[config.mk]
export PLATFORM = sky130hd
export DESIGN_NAME = turn_signal_conditioner
export DESIGN_NICKNAME = d
export VERILOG_FILES = /design/src/rtl/turn_signal_conditioner.sv
export SDC_FILE = /design/constraint.sdc
export NUM_CORES = 1
export LEC_CHECK = 0
export CAP_MARGIN = 20
export CELL_PAD_IN_SITES_DETAIL_PLACEMENT = 2
export CELL_PAD_IN_SITES_GLOBAL_PLACEMENT = 2
export CORE_AREA = 2 2 56 58
export DETAILED_ROUTE_END_ITERATION = 8
export DIE_AREA = 0 0 58 60
export PLACE_DENSITY_LB_ADDON = 0.1
export SYNTH_ARGS = -nofsm -noshare
export SYNTH_HDL_FRONTEND = slang
export SYNTH_SLANG_ARGS = --single-unit
[constraint.sdc]
create_clock -name clock -period 3.8 [get_ports clock]
set_clock_uncertainty 0.2 [all_clocks]
set_input_delay 0.38 -clock clock [delete_from_list [all_inputs] [get_ports clock]]
set_output_delay 0.38 -clock clock [all_outputs]
set_load 0.05 [all_outputs]
[src/rtl/turn_signal_conditioner.sv]
// Input conditioner for the tail-light sequencer: synchronises, debounces and
// decodes the raw dashboard switches into mutually exclusive InL/InR/InH levels.
module turn_signal_conditioner #(
    parameter int TICK_DIV        = 8,
    parameter int DEBOUNCE_CYCLES = 4
) (
    input  logic clock,
    input  logic reset_b,
    input  logic sw_left,
    input  logic sw_right,
    input  logic sw_hazard,
    output logic InL,
    output logic InR,
    output logic InH
);

    localparam int TICK_W = (TICK_DIV > 1) ? $clog2(TICK_DIV) : 1;
    localparam int CNT_W  = $clog2(DEBOUNCE_CYCLES + 1);
    localparam logic [TICK_W-1:0] TICK_LAST = TICK_W'(TICK_DIV - 1);
    localparam logic [CNT_W-1:0]  CNT_LAST  = CNT_W'(DEBOUNCE_CYCLES - 1);

    // Channel order in every 3-bit vector: [0]=left, [1]=right, [2]=hazard.
    logic [2:0]        raw;
    logic [2:0]        sync_p0;
    logic [2:0]        sync_p1;
    logic [TICK_W-1:0] tick_cnt;
    logic              tick;
    logic [2:0]        deb;
    logic [2:0]        deb_next;
    logic [CNT_W-1:0]  cnt      [3];
    logic [CNT_W-1:0]  cnt_next [3];
    logic [2:0]        req_next;

    assign raw = {sw_hazard, sw_right, sw_left};

    // Priority decode; left+right together is promoted to hazard so the
    // sequencer never sees conflicting requests. Result is {H, R, L}.
    function automatic logic [2:0] decode(input logic [2:0] d);
        logic [2:0] r;
        r = 3'b000;
        if (d[2] || (d[0] && d[1])) begin
            r = 3'b100;
        end else if (d[0]) begin
            r = 3'b001;
        end else if (d[1]) begin
            r = 3'b010;
        end
        return r;
    endfunction

    // Stage p0/p1: two-flop synchroniser per channel
    always_ff @(posedge clock or posedge reset_b) begin
        if (reset_b) begin
            sync_p0 <= 3'b000;
            sync_p1 <= 3'b000;
        end else begin
            sync_p0 <= raw;
            sync_p1 <= sync_p0;
        end
    end

    always_ff @(posedge clock or posedge reset_b) begin
        if (reset_b) begin
            tick_cnt <= '0;
        end else if (tick) begin
            tick_cnt <= '0;
        end else begin
            tick_cnt <= tick_cnt + 1'b1;
        end
    end

    assign tick = (tick_cnt == TICK_LAST);

    // Any agreeing tick restarts qualification, so only an unbroken run of
    // DEBOUNCE_CYCLES disagreeing ticks moves the stable level.
    always_comb begin
        deb_next = deb;
        cnt_next = cnt;
        if (tick) begin
            for (int i = 0; i < 3; i++) begin
                if (sync_p1[i] == deb[i]) begin
                    cnt_next[i] = '0;
                end else if (cnt[i] == CNT_LAST) begin
                    deb_next[i] = sync_p1[i];
                    cnt_next[i] = '0;
                end else begin
                    cnt_next[i] = cnt[i] + 1'b1;
                end
            end
        end
    end

    // Stage p2: debounced levels and qualification counters
    always_ff @(posedge clock or posedge reset_b) begin
        if (reset_b) begin
            deb <= 3'b000;
            for (int i = 0; i < 3; i++) begin
                cnt[i] <= '0;
            end
        end else begin
            deb <= deb_next;
            for (int i = 0; i < 3; i++) begin
                cnt[i] <= cnt_next[i];
            end
        end
    end

    assign req_next = decode(deb);

    // Stage p3: registered one-hot request levels
    always_ff @(posedge clock or posedge reset_b) begin
        if (reset_b) begin
            InL <= 1'b0;
            InR <= 1'b0;
            InH <= 1'b0;
        end else begin
            InL <= req_next[0];
            InR <= req_next[1];
            InH <= req_next[2];
        end
    end

endmodule

* Word level (Yosys, flattened, before mapping) *
Index checks and enable logic that the tools add are counted.

operators by class
  equality and inequality tests = 7
  add/subtract/negate cells = 4
  mux-type cells = 10
  bitwise operators = 3
  reductions and logical operators = 5

operators by type and width
  operator               number
  $mux W3                8
  $add A3 B1 Y3 const B  4
  $eq A3 B2 Y1 const B   3
  $reduce_and A3 Y1      3
  $mux W2                2
  $eq A1 B1 Y1           3
  $eq A3 B3 Y1 const B   1
  $not A1 Y1             3
  $logic_and A1 B1 Y1    1
  $logic_or A1 B1 Y1     1

storage, ports and cells
  input port bits = 5
  output and inout bits = 3
  logic and storage cells = 41
  register bits after elaboration = 24

* Depth between registers and ports, before layout *
Gate-level depths: netlist (run 1).

  word-level depth = 3
  mapped depth = 6

* Worst setup path before layout (run 1) *
Ideal clock, no wire load.

  path type = reg2reg
  start point = register tick_cnt[0]
  end point = register deb[0]
  path slack = 2.214 ns
  buffers on the path = 1
  period minus slack after synthesis = 1.586 ns
  required time = 3.475 ns
  cell stages (with the launch flop) = 6
  arrival time = 1.261 ns
  cell sequence = dfrtp_1 ha_1 ha_1 buf_4 nand3b_1 mux2_2

on the way
  longest elaborated chain between the ends = 2

RTL lines
  element                      RTL line  source
  start: declaration           26        logic [TICK_W-1:0] tick_cnt;
  start signal: assignment     68        tick_cnt <= tick_cnt + 1'b1;
  $eq A3 B3 Y1                 72        assign tick = (tick_cnt == TICK_LAST);
  $reduce_and A3 Y1 (no line)  --
  end signal: assignment       101       deb <= deb_next;
  end: declaration             28        logic [2:0] deb;

No other way between the ends.
A chain may end at the register's enable or synchronous reset.

* Final worst setup path (run 1) *
  start point = register InR
  end point = output InR

RTL lines
  element                   RTL line  source
  start: declaration        13        output logic InR,
  start signal: assignment  118       InR <= req_next[1];

No word-level cell between the ends.

==> results.yml, run 1 <==
logic_synthesis:
  synthTopCellsByArea: "dfrtp_1, ha_1, nand2b_1, mux2_2, inv_1"
  syn-num-nets: 85
  synth_top_area_cell: "dfrtp_1"
  synthArstFlopShare_pct: 100
  ys_seq_area_share_pct: 62.2
  synth_ff_type: "dfrtp_1"
  synth_warnings: 0
  synth_top_area_share_pct: 62.2
  synth-edff-count: 0
  syn_avg_cell_area_um2: 12.9
  yosysUniqueCellTypes: 16
  netlist_instances: 75
  synthTopCellsByCount: "dfrtp_1, nand2b_1, inv_1, ha_1, o22ai_1"
  syn-cell-area_um2: 966
  synth.most_common_cell: "dfrtp_1"
  ys_seq_elements: 24
timing:
  fin_crit_sh_pct: 53.8
  maxSlewHeadroom_pct: 38.1
  tns_ps: 0
  setup_viol: 0
  rsz0062_at_grt: "no"
  setup_slack_ps: 1760
  worst_slew_pin_slew_ps: 927
  period_minus_slack_ps: 2040
  max_freq_mhz: 489
  hold_violations: 0
  slew_violations: 0
floorplanning:
  core_um2: 2900
  num_rows: 20
  die_y_um: 60
  start_util_pct: 33.3
  die_w_um: 58
  io_pins: 8
  die_area_um2: 3480
worst_setup_path:
  crit_chain: "clkdlybuf4s50_1"
  cp_max_fo: 1
  path_delay_family: "buffers and inverters"
  endpoint_kind: "primary output"
  crit_type: "flip-flop to primary output"
  max_stage_delay_ps: 790
  critPathRequiredTime_ps: 3220
  cp_slowest_cell: "clkdlybuf4s50_1"
  critPathLaunchType: "flip-flop"
  path_buf_inv: 1
  cp_data_arrival_time_ps: 1460
cts:
  numClockSinks: 24
  post-cts-setup-buffers: 0
  cts_buffers: 3
  clk_pin_slew_ps: 140
  clk_latency_ps: 310
  cts_hold_buf: 0
  max-clock-path-buffers: 2
  cts_tree: "done"
  cts_max_level: 1
  root_buffer: "clkbuf_4"
  post_cts.resized_instances: 0
pwr:
  powerDensity_nw_per_um2: 444
  sw_frac_of_total_pct: 25.9
  power.switching_w: 0.000126
  vdd.ir_drop.worst_uv: 210
  seqPwrFrac_pct: 59.1
  total_leakage_power_nw: 0.492
  comb_power_share_pct: 12.8
  power.share.clock_pct: 28.2
  power_w: 0.000488
  internal_power_w: 0.000361
global_route:
  grt_pass1_vias: 657
  grtUsageTotal_pct: 11.9
  overflow: 0
  antenna_found_initial: 0
  grt_pass1_wl_mm: 3.04
  grt_max_degree: 25
routing:
  firstDrtPassIters: 2
  vias: 575
  wl_mm: 1.68
  wl_per_cell_um: 14.3
  drc_errors: 0
  antenna_left: 0
  viasPerCell: 4.91
  first_iter_violations: 14
finish:
  antennaDiodeCount: 0
  drive_gt1_share_pct: 9.52
  fin_cells: 117
  syn_to_final_growth_pct: 13.7
  nets: 95
placement:
  gp_congestion: 0.713
  port_buffers: 7
  dpl.hpwl_mm: 1.18
  place_ws_ps: 1950
  dp_cells: 113
hold_path:
  hp-class: "flip-flop to flip-flop"
status:
  outcome: "finished, final reports clean"
job:
  cap_violations: 0
-- metrics by stage --
stage,hold slack (ps),util (%),area (um2)
floorplan,131,-,966
detailed placement,137,36.6,1060
global route,189,37.8,1100
finish,167,37.8,1100
CTS,169,37.8,1100
global placement,132,36.6,1060
-- kinds of logic (layout without fill, tap and decap cells) --
family / count (synthesis) / in the layout / synth area share (%)
mux: 3 / 3 / 3.50
flops: 24 / 24 / 62.2
simple gates: 21 / 21 / 13.2
compound gates: 10 / 10 / 7.64
buf+inv: 9 / 18 / 4.27
xor+xnor: 3 / 3 / 2.72
fa+ha+maj: 5 / 5 / 6.48
-- state kept, by name, indices dropped and copies added (netlist names) --
| register | flops |
|---|---|
| InH | 1 |
| InL | 1 |
| InR | 1 |
| cnt | 9 |
| deb | 3 |
| sync_p0 | 3 |
| sync_p1 | 3 |
| tick_cnt | 3 |
-- cell usage in the layout (no fill, tap or decap) --
master | netlist | routed
a21o_2 | 1 | 1
clkbuf_4 | 0 | 3
nor2b_1 | 3 | 3
o22ai_1 | 4 | 4
nand3b_1 | 3 | 3
nand2_1 | 3 | 3
xnor2_1 | 3 | 3
o32ai_1 | 2 | 2
dfrtp_1 | 24 | 24
ha_1 | 5 | 5
nor3b_1 | 2 | 2
clkbuf_8 | 0 | 1
clkdlybuf4s50_1 | 0 | 7
inv_1 | 7 | 7
nand2b_1 | 9 | 9
mux2_2 | 3 | 3
o31ai_1 | 3 | 3
nor2_1 | 1 | 1
-- worst reg2reg max path: stages (launching register included) --
cell,delay (ps)
dfrtp_1,410
ha_1,200
ha_1,400
nand3b_1,200
mux2_2,340
-- worst paths after layout --
| check | start | end | slack, ps | depth (start not counted) |
|---|---|---|---|---|
| setup / recovery | InR | InR | 1760 | 1 |
| hold reg to reg | sync_p0[0] | sync_p1[0] | 170 | 0 |
| min in group asynchronous | reset_b | sync_p1[0] | 360 | 2 |
| hold / removal | sync_p0[0] | sync_p1[0] | 170 | 0 |
| setup reg to reg | tick_cnt[0] | deb[1] | 1950 | 4 |
| max in group asynchronous | reset_b | sync_p0[2] | 2490 | 2 |
-- final cells by class --
type | count | area [um2]
clock buffer | 4 | 36.3
fill | 301 | 1800
multi-input combinational | 42 | 324
timing repair buffer | 7 | 70.1
sequential | 24 | 601
inverter | 7 | 26.3
tap | 33 | 41.3
-- power by group through the flow --
stage | Sequential, W | Combinational [W] | Clock (W)
CTS | 0.000289 | 0.0000641 | 0.000144
floorplan | 0.000300 | 0.0000334 | 0
finish | 0.000288 | 0.0000622 | 0.000137
global route | 0.000292 | 0.0000701 | 0.000153
global placement | 0.000292 | 0.0000617 | 0
detailed placement | 0.000294 | 0.0000639 | 0
-- routing by layer --
metal  up-vias  GRT usage (%)  share of wire, %
met5         -              0                 0
met4         0           5.98               1.1
met3         2           1.95               1.6
met2         4           19.6                50
met1       302           15.2                47
li1        267              -                 -
Note: power is estimated with default switching activity, not from simulation.
==> run 2: changes to the inputs <==
CORE_AREA = 2 2 57 59   (was 2 2 56 58)
DIE_AREA = 0 0 59 61   (was 0 0 58 60)
clock period = 1.8 ns   (was 3.8 ns; I/O delays follow)
==> run 2 against run 1 <==
The flow now finishes with violations (negative hold slack). Count of clock-buffer cells in the layout is the same. First-iteration DRC count shrank 36%. Core utilization shrank 0.13 points. Combinational power grew 110%. Largest cell class unchanged. Largest power group unchanged. Highest routed layer unchanged.
==> results.yml, run 2 (synthesized netlist as in run 1, its figures left out) <==
status:
  outcome: "finished with violations"
  violations: "negative hold slack"
timing:
  hold-worst-slack_ps: -4.20
  tns_ps: 0
  setup_slack_ps: 136
  setup_viol: 0
  period_minus_slack_ps: 1660
  max_freq_mhz: 601
  rsz0062_at_grt: "no"
  fin_crit_sh_pct: 92.4
  maxSlewHeadroom_pct: 77.2
  worst_slew_pin_slew_ps: 339
  hold_violations: 9
  slew_violations: 0
cts:
  post_cts.resized_instances: 0
  post-cts-setup-buffers: 0
  clk_pin_slew_ps: 130
  root_buffer: "clkbuf_4"
  cts_hold_buf: 0
  cts_tree: "done"
  cts_buffers: 3
  cts_max_level: 1
  clk_latency_ps: 310
  numClockSinks: 24
  max-clock-path-buffers: 2
pwr:
  vdd.ir_drop.worst_uv: 371
  total_leakage_power_nw: 0.513
  powerDensity_nw_per_um2: 918
routing:
  drc_errors: 0
  wl_per_cell_um: 14.2
  wl_mm: 1.71
  antenna_left: 0
  viasPerCell: 4.78
  first_iter_violations: 9
  vias: 574
  firstDrtPassIters: 4
finish:
  drive_gt1_share_pct: 16.1
  largest_register_ffs: 9
  nets: 98
  antennaDiodeCount: 0
  final_common_cell: "dfrtp_1"
  top_register: "cnt"
  most-common-layout-cells: "dfrtp_1, nand2b_1, inv_1"
  syn_to_final_growth_pct: 15.3
floorplanning:
  start_util_pct: 32.7
  num_rows: 20
  die_w_um: 59
  die_y_um: 61
  core_um2: 2950
  die_area_um2: 3600
  io_pins: 8
global_route:
  grtUsageTotal_pct: 12.2
  grt_max_degree: 25
  grt_pass1_wl_mm: 3.16
  grt_pass1_vias: 675
  overflow: 0
  antenna_found_initial: 0
worst_setup_path:
  critPathLaunchType: "flip-flop"
  reg2reg_setup_slack_ps: 140
  path_delay_family: "adder cells"
  crit_type: "flip-flop to flip-flop"
  cp_max_fo: 6
  crit_chain: "ha_1 -> ha_1 -> nand3b_1 -> mux2_2"
  path_common_cell: "ha_1"
  endpoint_kind: "flip-flop"
  rr_startpoint: "tick_cnt[0]"
  critPathRequiredTime_ps: 1810
  cp_data_arrival_time_ps: 1680
  regToRegEndpoint: "deb[2]"
  r2r.worst_path.cells: 4
  path_buf_inv: 0
  max_stage_delay_ps: 410
  cp_slowest_cell: "dfrtp_1"
placement:
  dpl.hpwl_mm: 1.27
  gp_congestion: 0.713
  place_ws_ps: 152
  port_buffers: 7
job:
  cap_violations: 0
hold_path:
  hp-class: "input pin to asynchronous set/reset pin"
## run 2: metrics by stage
| stage | total power (W) | hold slack [ps] | util [%] | cells | instance area, um2 |
|---|---|---|---|---|---|
| global placement | 0.000746 | 136 | 36.5 | 116 | 1080 |
| global route | 0.00108 | 11.5 | 37.7 | 120 | 1110 |
| detailed placement | 0.000753 | 143 | 36.5 | 116 | 1080 |
| CTS | 0.00104 | 0.839 | 37.7 | 120 | 1110 |
| floorplan | 0.000704 | -5.38 | - | 75 | 966 |
| finish | 0.00102 | -4.20 | 37.7 | 120 | 1110 |
## run 2: area by class of cell
class | instances | area (um2)
Sequential cell | 24 | 601
Tap cell | 33 | 41.3
Fill cell | 331 | 1840
Clock buffer | 4 | 36.3
Inverter | 7 | 26.3
Multi-Input combinational cell | 42 | 324
Timing Repair Buffer | 10 | 85.1
## run 2: tightest hold or removal path: cells and delay by family
family                 cells  cell delay [ps]
buffers and inverters      3              740
## run 2: worst max-delay path by stage
stage	cells after the start	slack [ps]	end	start
after floorplan	5	210	deb[0]	tick_cnt[0]
after global placement	4	220	deb[0]	tick_cnt[0]
after detailed placement	4	150	deb[2]	tick_cnt[0]
after CTS	4	130	deb[2]	tick_cnt[0]
after global routing	5	20	cnt[7]	tick_cnt[0]
final	4	140	deb[2]	tick_cnt[0]
## run 2: where the power goes
group	leakage, nW	internal [W]	total (W)	switching [W]
Combinational	0.184	0.0000593	0.000131	0.0000721
Clock	0.0210	0.000124	0.000284	0.000160
Sequential	0.308	0.000579	0.000607	0.0000283
Total	0.513	0.000762	0.00102	0.000261
## run 2: layer usage
layer | part of all wire [%] | routed length [um] | up-vias | GRT usage (%)
met1 | 43 | 742 | 295 | 14.7
li1 | - | - | 273 | -
met4 | 0.88 | 15 | 0 | 6.82
met5 | 0 | 0 | - | 0
met3 | 2.4 | 41 | 2 | 1.92
met2 | 53 | 908 | 4 | 21.0
